## src/rtl/fp_sched_pkg.sv

```systemverilog
// Purpose: shared defaults and width helpers for the FP adder scheduler.
// Contents:
//   DEF_*          default parameter values for fp_add_scheduler
//   ptr_width()    bits needed for a round-robin pointer over n requesters
//   cnt_width()    bits needed for an outstanding counter saturating at max_out
package fp_sched_pkg;

  localparam int unsigned DEF_N_REQ       = 4;
  localparam int unsigned DEF_PRECISION   = 32;
  localparam int unsigned DEF_ADD_LATENCY = 5;
  localparam int unsigned DEF_MAX_OUT     = 2;

  // Pointer width, never zero so single-requester builds still elaborate.
  function automatic int unsigned ptr_width(input int unsigned n);
    return (n > 1) ? $clog2(n) : 1;
  endfunction

  // Counter width able to hold 0..max_out inclusive.
  function automatic int unsigned cnt_width(input int unsigned max_out);
    return (max_out > 0) ? $clog2(max_out + 1) : 1;
  endfunction

endpackage

```

## src/rtl/rr_arbiter.sv

```systemverilog
// Purpose: combinational round-robin selector.
// Ports:
//   eligible  in   N_REQ  requesters allowed to win this cycle
//   rr_ptr    in   PTR_W  highest-priority index; search runs upward with wrap
//   grant     out  N_REQ  one-hot winner, all zero when nobody is eligible
module rr_arbiter
  import fp_sched_pkg::*;
#(
  parameter int unsigned N_REQ = DEF_N_REQ,
  parameter int unsigned PTR_W = ptr_width(N_REQ)
) (
  input  logic [N_REQ-1:0] eligible,
  input  logic [PTR_W-1:0] rr_ptr,
  output logic [N_REQ-1:0] grant
);

  logic             found;
  logic [PTR_W-1:0] idx;

  // Walk from rr_ptr upward; the first eligible index wins.
  always_comb begin
    grant = '0;
    found = 1'b0;
    idx   = '0;
    for (int unsigned off = 0; off < N_REQ; off++) begin
      idx = PTR_W'((32'(rr_ptr) + off) % N_REQ);
      if (!found && eligible[idx]) begin
        grant[idx] = 1'b1;
        found      = 1'b1;
      end
    end
  end

endmodule

```

## src/rtl/fp_add_scheduler.sv

```systemverilog
// Purpose: shares one pipelined FP adder among N_REQ requesters. Issues at
//   most one operation per cycle, chosen round-robin among requesters that
//   have a pending operation and fewer than MAX_OUT results outstanding, and
//   routes each returning result back to its owner via a one-hot tag pipe.
// Ports:
//   clk            in   1                single rising-edge clock
//   reset_n        in   1                synchronous reset, active HIGH
//   req_valid      in   N_REQ            per-requester operation pending
//   req_ready      out  N_REQ            one-hot grant (combinational)
//   req_a, req_b   in   N_REQ*PRECISION  packed operands, requester i at slice i
//   add_a_operand  out  PRECISION        registered operand A to the adder
//   add_b_operand  out  PRECISION        registered operand B to the adder
//   add_result     in   PRECISION        adder output, ADD_LATENCY edges later
//   resp_valid     out  N_REQ            one-hot owner of add_result this cycle
//   resp_data      out  PRECISION        add_result passed straight through
//   busy           out  1                any operation in flight
module fp_add_scheduler
  import fp_sched_pkg::*;
#(
  parameter int unsigned N_REQ       = DEF_N_REQ,
  parameter int unsigned PRECISION   = DEF_PRECISION,
  parameter int unsigned ADD_LATENCY = DEF_ADD_LATENCY,
  parameter int unsigned MAX_OUT     = DEF_MAX_OUT
) (
  input  logic                       clk,
  input  logic                       reset_n,
  input  logic [N_REQ-1:0]           req_valid,
  output logic [N_REQ-1:0]           req_ready,
  input  logic [N_REQ*PRECISION-1:0] req_a,
  input  logic [N_REQ*PRECISION-1:0] req_b,
  output logic [PRECISION-1:0]       add_a_operand,
  output logic [PRECISION-1:0]       add_b_operand,
  input  logic [PRECISION-1:0]       add_result,
  output logic [N_REQ-1:0]           resp_valid,
  output logic [PRECISION-1:0]       resp_data,
  output logic                       busy
);

  localparam int unsigned PTR_W     = ptr_width(N_REQ);
  localparam int unsigned CNT_W     = cnt_width(MAX_OUT);
  // One stage for the operand register plus the adder's own latency.
  localparam int unsigned TAG_DEPTH = 1 + ADD_LATENCY;

  logic [PTR_W-1:0]     rr_ptr_q, rr_ptr_d;
  logic [CNT_W-1:0]     cnt_q [N_REQ];
  logic [CNT_W-1:0]     cnt_d [N_REQ];
  logic [N_REQ-1:0]     tag_q [TAG_DEPTH];
  logic [N_REQ-1:0]     tag_d [TAG_DEPTH];
  logic [PRECISION-1:0] opa_q, opa_d;
  logic [PRECISION-1:0] opb_q, opb_d;

  logic [N_REQ-1:0]     eligible_c;
  logic [N_REQ-1:0]     grant_c;
  logic [N_REQ-1:0]     hs_c;
  logic [N_REQ-1:0]     ret_c;
  logic                 busy_c;

  // Eligibility uses the registered count, so a requester at the limit
  // only reopens the cycle after its response has been retired.
  always_comb begin
    eligible_c = '0;
    for (int unsigned i = 0; i < N_REQ; i++) begin
      eligible_c[i] = req_valid[i] && (cnt_q[i] < CNT_W'(MAX_OUT));
    end
  end

  rr_arbiter #(
    .N_REQ (N_REQ),
    .PTR_W (PTR_W)
  ) u_rr_arbiter (
    .eligible (eligible_c),
    .rr_ptr   (rr_ptr_q),
    .grant    (grant_c)
  );

  // Grants are suppressed while reset is asserted so nothing can handshake.
  assign req_ready = reset_n ? '0 : grant_c;
  assign hs_c      = req_valid & req_ready;
  assign ret_c     = tag_q[TAG_DEPTH-1];

  // Next-state: pointer, operand capture, tag shift and outstanding counts.
  always_comb begin
    rr_ptr_d = rr_ptr_q;
    opa_d    = opa_q;
    opb_d    = opb_q;
    for (int unsigned s = 0; s < TAG_DEPTH; s++) begin
      tag_d[s] = tag_q[s];
    end
    for (int unsigned i = 0; i < N_REQ; i++) begin
      cnt_d[i] = cnt_q[i];
    end

    for (int unsigned i = 0; i < N_REQ; i++) begin
      if (hs_c[i]) begin
        rr_ptr_d = PTR_W'((i + 1) % N_REQ);
        opa_d    = req_a[i*PRECISION +: PRECISION];
        opb_d    = req_b[i*PRECISION +: PRECISION];
      end
    end

    tag_d[0] = hs_c;
    for (int unsigned s = 1; s < TAG_DEPTH; s++) begin
      tag_d[s] = tag_q[s-1];
    end

    // Issue and retire in the same cycle cancel out.
    for (int unsigned i = 0; i < N_REQ; i++) begin
      unique case ({hs_c[i], ret_c[i]})
        2'b10: begin
          if (cnt_q[i] < CNT_W'(MAX_OUT)) cnt_d[i] = cnt_q[i] + CNT_W'(1);
        end
        2'b01: begin
          if (cnt_q[i] != '0) cnt_d[i] = cnt_q[i] - CNT_W'(1);
        end
        default: ;
      endcase
    end
  end

  // State registers with synchronous reset.
  always_ff @(posedge clk) begin
    if (reset_n) begin
      rr_ptr_q <= '0;
      opa_q    <= '0;
      opb_q    <= '0;
      for (int unsigned s = 0; s < TAG_DEPTH; s++) begin
        tag_q[s] <= '0;
      end
      for (int unsigned i = 0; i < N_REQ; i++) begin
        cnt_q[i] <= '0;
      end
    end else begin
      rr_ptr_q <= rr_ptr_d;
      opa_q    <= opa_d;
      opb_q    <= opb_d;
      for (int unsigned s = 0; s < TAG_DEPTH; s++) begin
        tag_q[s] <= tag_d[s];
      end
      for (int unsigned i = 0; i < N_REQ; i++) begin
        cnt_q[i] <= cnt_d[i];
      end
    end
  end

  // Any live tag stage means an operation is still in flight.
  always_comb begin
    busy_c = 1'b0;
    for (int unsigned s = 0; s < TAG_DEPTH; s++) begin
      busy_c = busy_c | (|tag_q[s]);
    end
  end

  assign add_a_operand = opa_q;
  assign add_b_operand = opb_q;
  assign resp_data     = add_result;
  assign resp_valid    = reset_n ? '0 : ret_c;
  assign busy          = reset_n ? 1'b0 : busy_c;

endmodule

```

## config.mk

```make
export PLATFORM = sky130hd
export DESIGN_NAME = fp_add_scheduler
export DESIGN_NICKNAME = d
export VERILOG_FILES = /design/src/rtl/fp_sched_pkg.sv /design/src/rtl/rr_arbiter.sv /design/src/rtl/fp_add_scheduler.sv
export SDC_FILE = /design/constraint.sdc
export NUM_CORES = 1
export LEC_CHECK = 0
export ABC_AREA = 1
export BUFFER_PORTS_ARGS = -buffer_cell sky130_fd_sc_hd__buf_2
export CELL_PAD_IN_SITES_DETAIL_PLACEMENT = 1
export CELL_PAD_IN_SITES_GLOBAL_PLACEMENT = 2
export CORE_UTILIZATION = 23
export CTS_CLUSTER_SIZE = 12
export DETAILED_ROUTE_END_ITERATION = 6
export PLACE_DENSITY_LB_ADDON = 0.1
export SYNTH_ARGS = -nofsm -noshare
export SYNTH_HDL_FRONTEND = slang
export SYNTH_SLANG_ARGS = --single-unit
```

## constraint.sdc

```tcl
create_clock -name clk -period 7.25 [get_ports clk]
set_clock_uncertainty 0.15 [all_clocks]
set_input_delay 0.3625 -clock clk [delete_from_list [all_inputs] [get_ports clk]]
set_output_delay 0.3625 -clock clk [all_outputs]
set_load 0.05 [all_outputs]
```

==> results.cfg <==
[status]
status = finished, final reports clean

[floorplan]
fp.dieW_um = 175
ios = 399
num_rows = 63
start_util_pct = 23.3
fp.dieH_um = 175
die_area_um2 = 30800
coreArea_um2 = 29600

[final_layout]
drive_gt1_share_pct = 32.5
num-fill-cells = 3917
area_growth_pct = 27.0
final_util_pct = 29.6
nets = 1646

[synthesis]
yosysWarnings = 0
yosysTopAreaCell = dfxtp_1
synth_common_cells = nand2_1, nand3_1, nor2_1, inv_1, dfxtp_1
synth_nets = 1406
seq_area_frac_synth_pct = 28.3
netlist.area_leader.share_pct = 28.3
synth_edf_count = 0
synthArstFlopShare_pct = 0
synth_area_um2 = 6920
synth-seq-cells = 98
synthFlopType = dfxtp_1
avgSynthCellArea_um2 = 6.27
yosys-top-cells-area = dfxtp_1, nand3_1, nand2_1
yosysMostFrequentCell = nand2_1
ys_types = 30
syn_inst = 1104

[critical_path]
cp-start-kind = flop
end_kind = flop
crit_required_ns = 7.37
crit_path_max_incr_delay_ns = 0.86
crit_buf_inv = 5
cp_max_fo = 110
cp_num_cells = 15
worstSetupPathType = flop to flop
slowest_stage = buf_4
r2r_cells = 15
path_cells = inv_2 -> ha_1 -> inv_1 -> nand3_1 -> nand2_1 -> nand2_4 -> inv_1 -> nand3_1 -> nand3_4 -> nand3_4 -> buf_4 -> inv_1 -> nand2_1 -> nand3_1 -> o21a_1
critPathTopFamily = buffers and inverters
crit_arrival_ns = 4.59
rrSetupSlack_ns = 2.78

[pwr]
pwr-share-clk_pct = 14.6
power.switching_w = 0.00190
powerDensity_nw_per_um2 = 390
p_int_w = 0.00152
combPwrFrac_pct = 61.9
p_sw_share_pct = 55.6
leakagePower_nw = 4.50
seq_power_share_pct = 23.5
peakVddDrop_uv = 196

[min_path]
holdPathStages = 4
min_path_type = input pin to flop

[placement]
dp_hpwl_mm = 21.9
place_congestion = 0.794
place_ws_ns = 2.51
io_buffers = 334

[clock_tree]
cts_resized = 0
clkSinkCount = 98
path_clk_slew_ns = 0.08
clk-insertion-delay-late_ns = 0.37
cts_tree = done
cts-hold-fix-buffers = 0
cts-root-buf = clkbuf_16
numCtsBuffers = 9
htree_levels = 3
post-cts-setup-buffers = 0
cts_max_path_buffers = 2

[timing]
hold_viol = 0
slew_violations = 0
rsz0062_at_grt = no
relSlewSlack_pct = 22.3
fmax_mhz = 224
setup_violations = 0
finalCritPeriodShare_pct = 61.6
period_needed_ns = 4.47
tightest_slew_ns = 1.17
finalSetupTns_ns = 0
setup_ws_ns = 2.78

[drt]
wl_per_cell_um = 17.5
drc = 0
antenna_left = 0
dr.pass1.iters = 4
wl_met1_mm = 12.8
wl_met3_mm = 2.34
met2_length_mm = 14.9
vias = 8020
routed_wl_mm = 30.6
via_per_inst = 4.59
top_layer = met5
drt-initial-drc-count = 250

[global_routing]
grt_remaining_overflow = 0
grt_pass1_vias = 8044
antenna_found_initial = 14
grt_use_total_pct = 19.6
grt_pass1_wl_mm = 46.3
grt_max_degree = 111

[flow_run]
maxCapViolCount = 0
==> cells by family after synthesis <==
kind of cell	synth area share, %
adder cells (fa/ha/maj)	1.45
AND/OR/NAND/NOR	45.0
buffers and inverters	16.2
AO/OA/AOI/OAI	9.00
flip-flops	28.3
==> worst reg2reg max path: stages, from the launching register on <==
cell,delay (ns)
dfxtp_1,0.53
inv_2,0.18
ha_1,0.38
inv_1,0.08
nand3_1,0.08
nand2_1,0.09
nand2_4,0.09
inv_1,0.07
nand3_1,0.11
nand3_4,0.53
nand3_4,0.23
buf_4,0.86
inv_1,0.50
nand2_1,0.18
nand3_1,0.09
o21a_1,0.20
==> placed cells by master, fill, tap and decap left out, types with 7 or more instances in the layout <==
| master | Yosys | routed |
|---|---|---|
| buf_2 | 36 | 333 |
| nand2_1 | 233 | 233 |
| nand3_1 | 188 | 188 |
| nor2_1 | 137 | 137 |
| inv_1 | 108 | 108 |
| dfxtp_1 | 98 | 98 |
| nand4_1 | 57 | 57 |
| a21oi_1 | 44 | 44 |
| nand2_2 | 33 | 33 |
| a21oi_2 | 27 | 27 |
| o21ai_0 | 15 | 15 |
| o21a_1 | 11 | 11 |
| diode_2 | 0 | 9 |
| clkbuf_16 | 0 | 9 |
| ha_1 | 8 | 8 |
| buf_4 | 37 | 7 |
==> stage by stage <==
stage / instances / total power [W] / hold slack (ns) / instance area [um^2]
after global routing: 1744 / 0.00371 / 0.160 / 8780
after floorplan: 1104 / 0.00252 / 0.253 / 6920
final: 1748 / 0.00342 / 0.143 / 8790
after CTS: 1739 / 0.00350 / 0.121 / 8760
after detailed placement: 1723 / 0.00298 / 0.267 / 8480
after global placement: 1723 / 0.00297 / 0.261 / 8480
==> path summary, 6_finish.rpt <==
| path | start | to |
|---|---|---|
| worst min register to register | tag_q[3][2] | tag_q[4][2] |
| worst max register to register | rr_ptr_q[0] | add_a_operand[3] |
| worst min-delay path | req_b[32] | add_b_operand[0] |
| worst max-delay path | rr_ptr_q[0] | add_a_operand[3] |
==> sequential cells by signal, indices dropped and copies added, names as in the netlist <==
register and count:
add_a_operand 32, add_b_operand 32, tag_q 24, cnt_q 8, rr_ptr_q 2
==> layer usage <==
layer,GRT usage (%),vias to the layer above
met1,22.6,3683
li1,-,4027
met4,6.88,8
met2,34.2,263
met5,0,-
met3,5.87,39
==> power groups by stage <==
stage	logic, W	registers, W	clock network, W
4_1_cts	0.00217	0.000811	0.000523
3_5_place_dp	0.00216	0.000820	0
3_3_place_gp	0.00215	0.000819	0
5_1_grt	0.00234	0.000829	0.000544
6_report	0.00212	0.000805	0.000498
2_1_floorplan	0.00123	0.00129	0
==> area by class of cell <==
class | instances | area, um^2 | share of cell area [%]
repair buffers | 341 | 1740 | 19.8
well taps | 390 | 488 | 5.55
flip-flops and latches | 98 | 1960 | 22.3
diodes | 9 | 22.5 | 0.256
clock buffers | 10 | 239 | 2.72
inverters | 116 | 435 | 4.96
multi-input cells | 778 | 3850 | 43.8
clock inverters | 6 | 48.8 | 0.555
No activity file was read; power rests on OpenSTA's default activity.
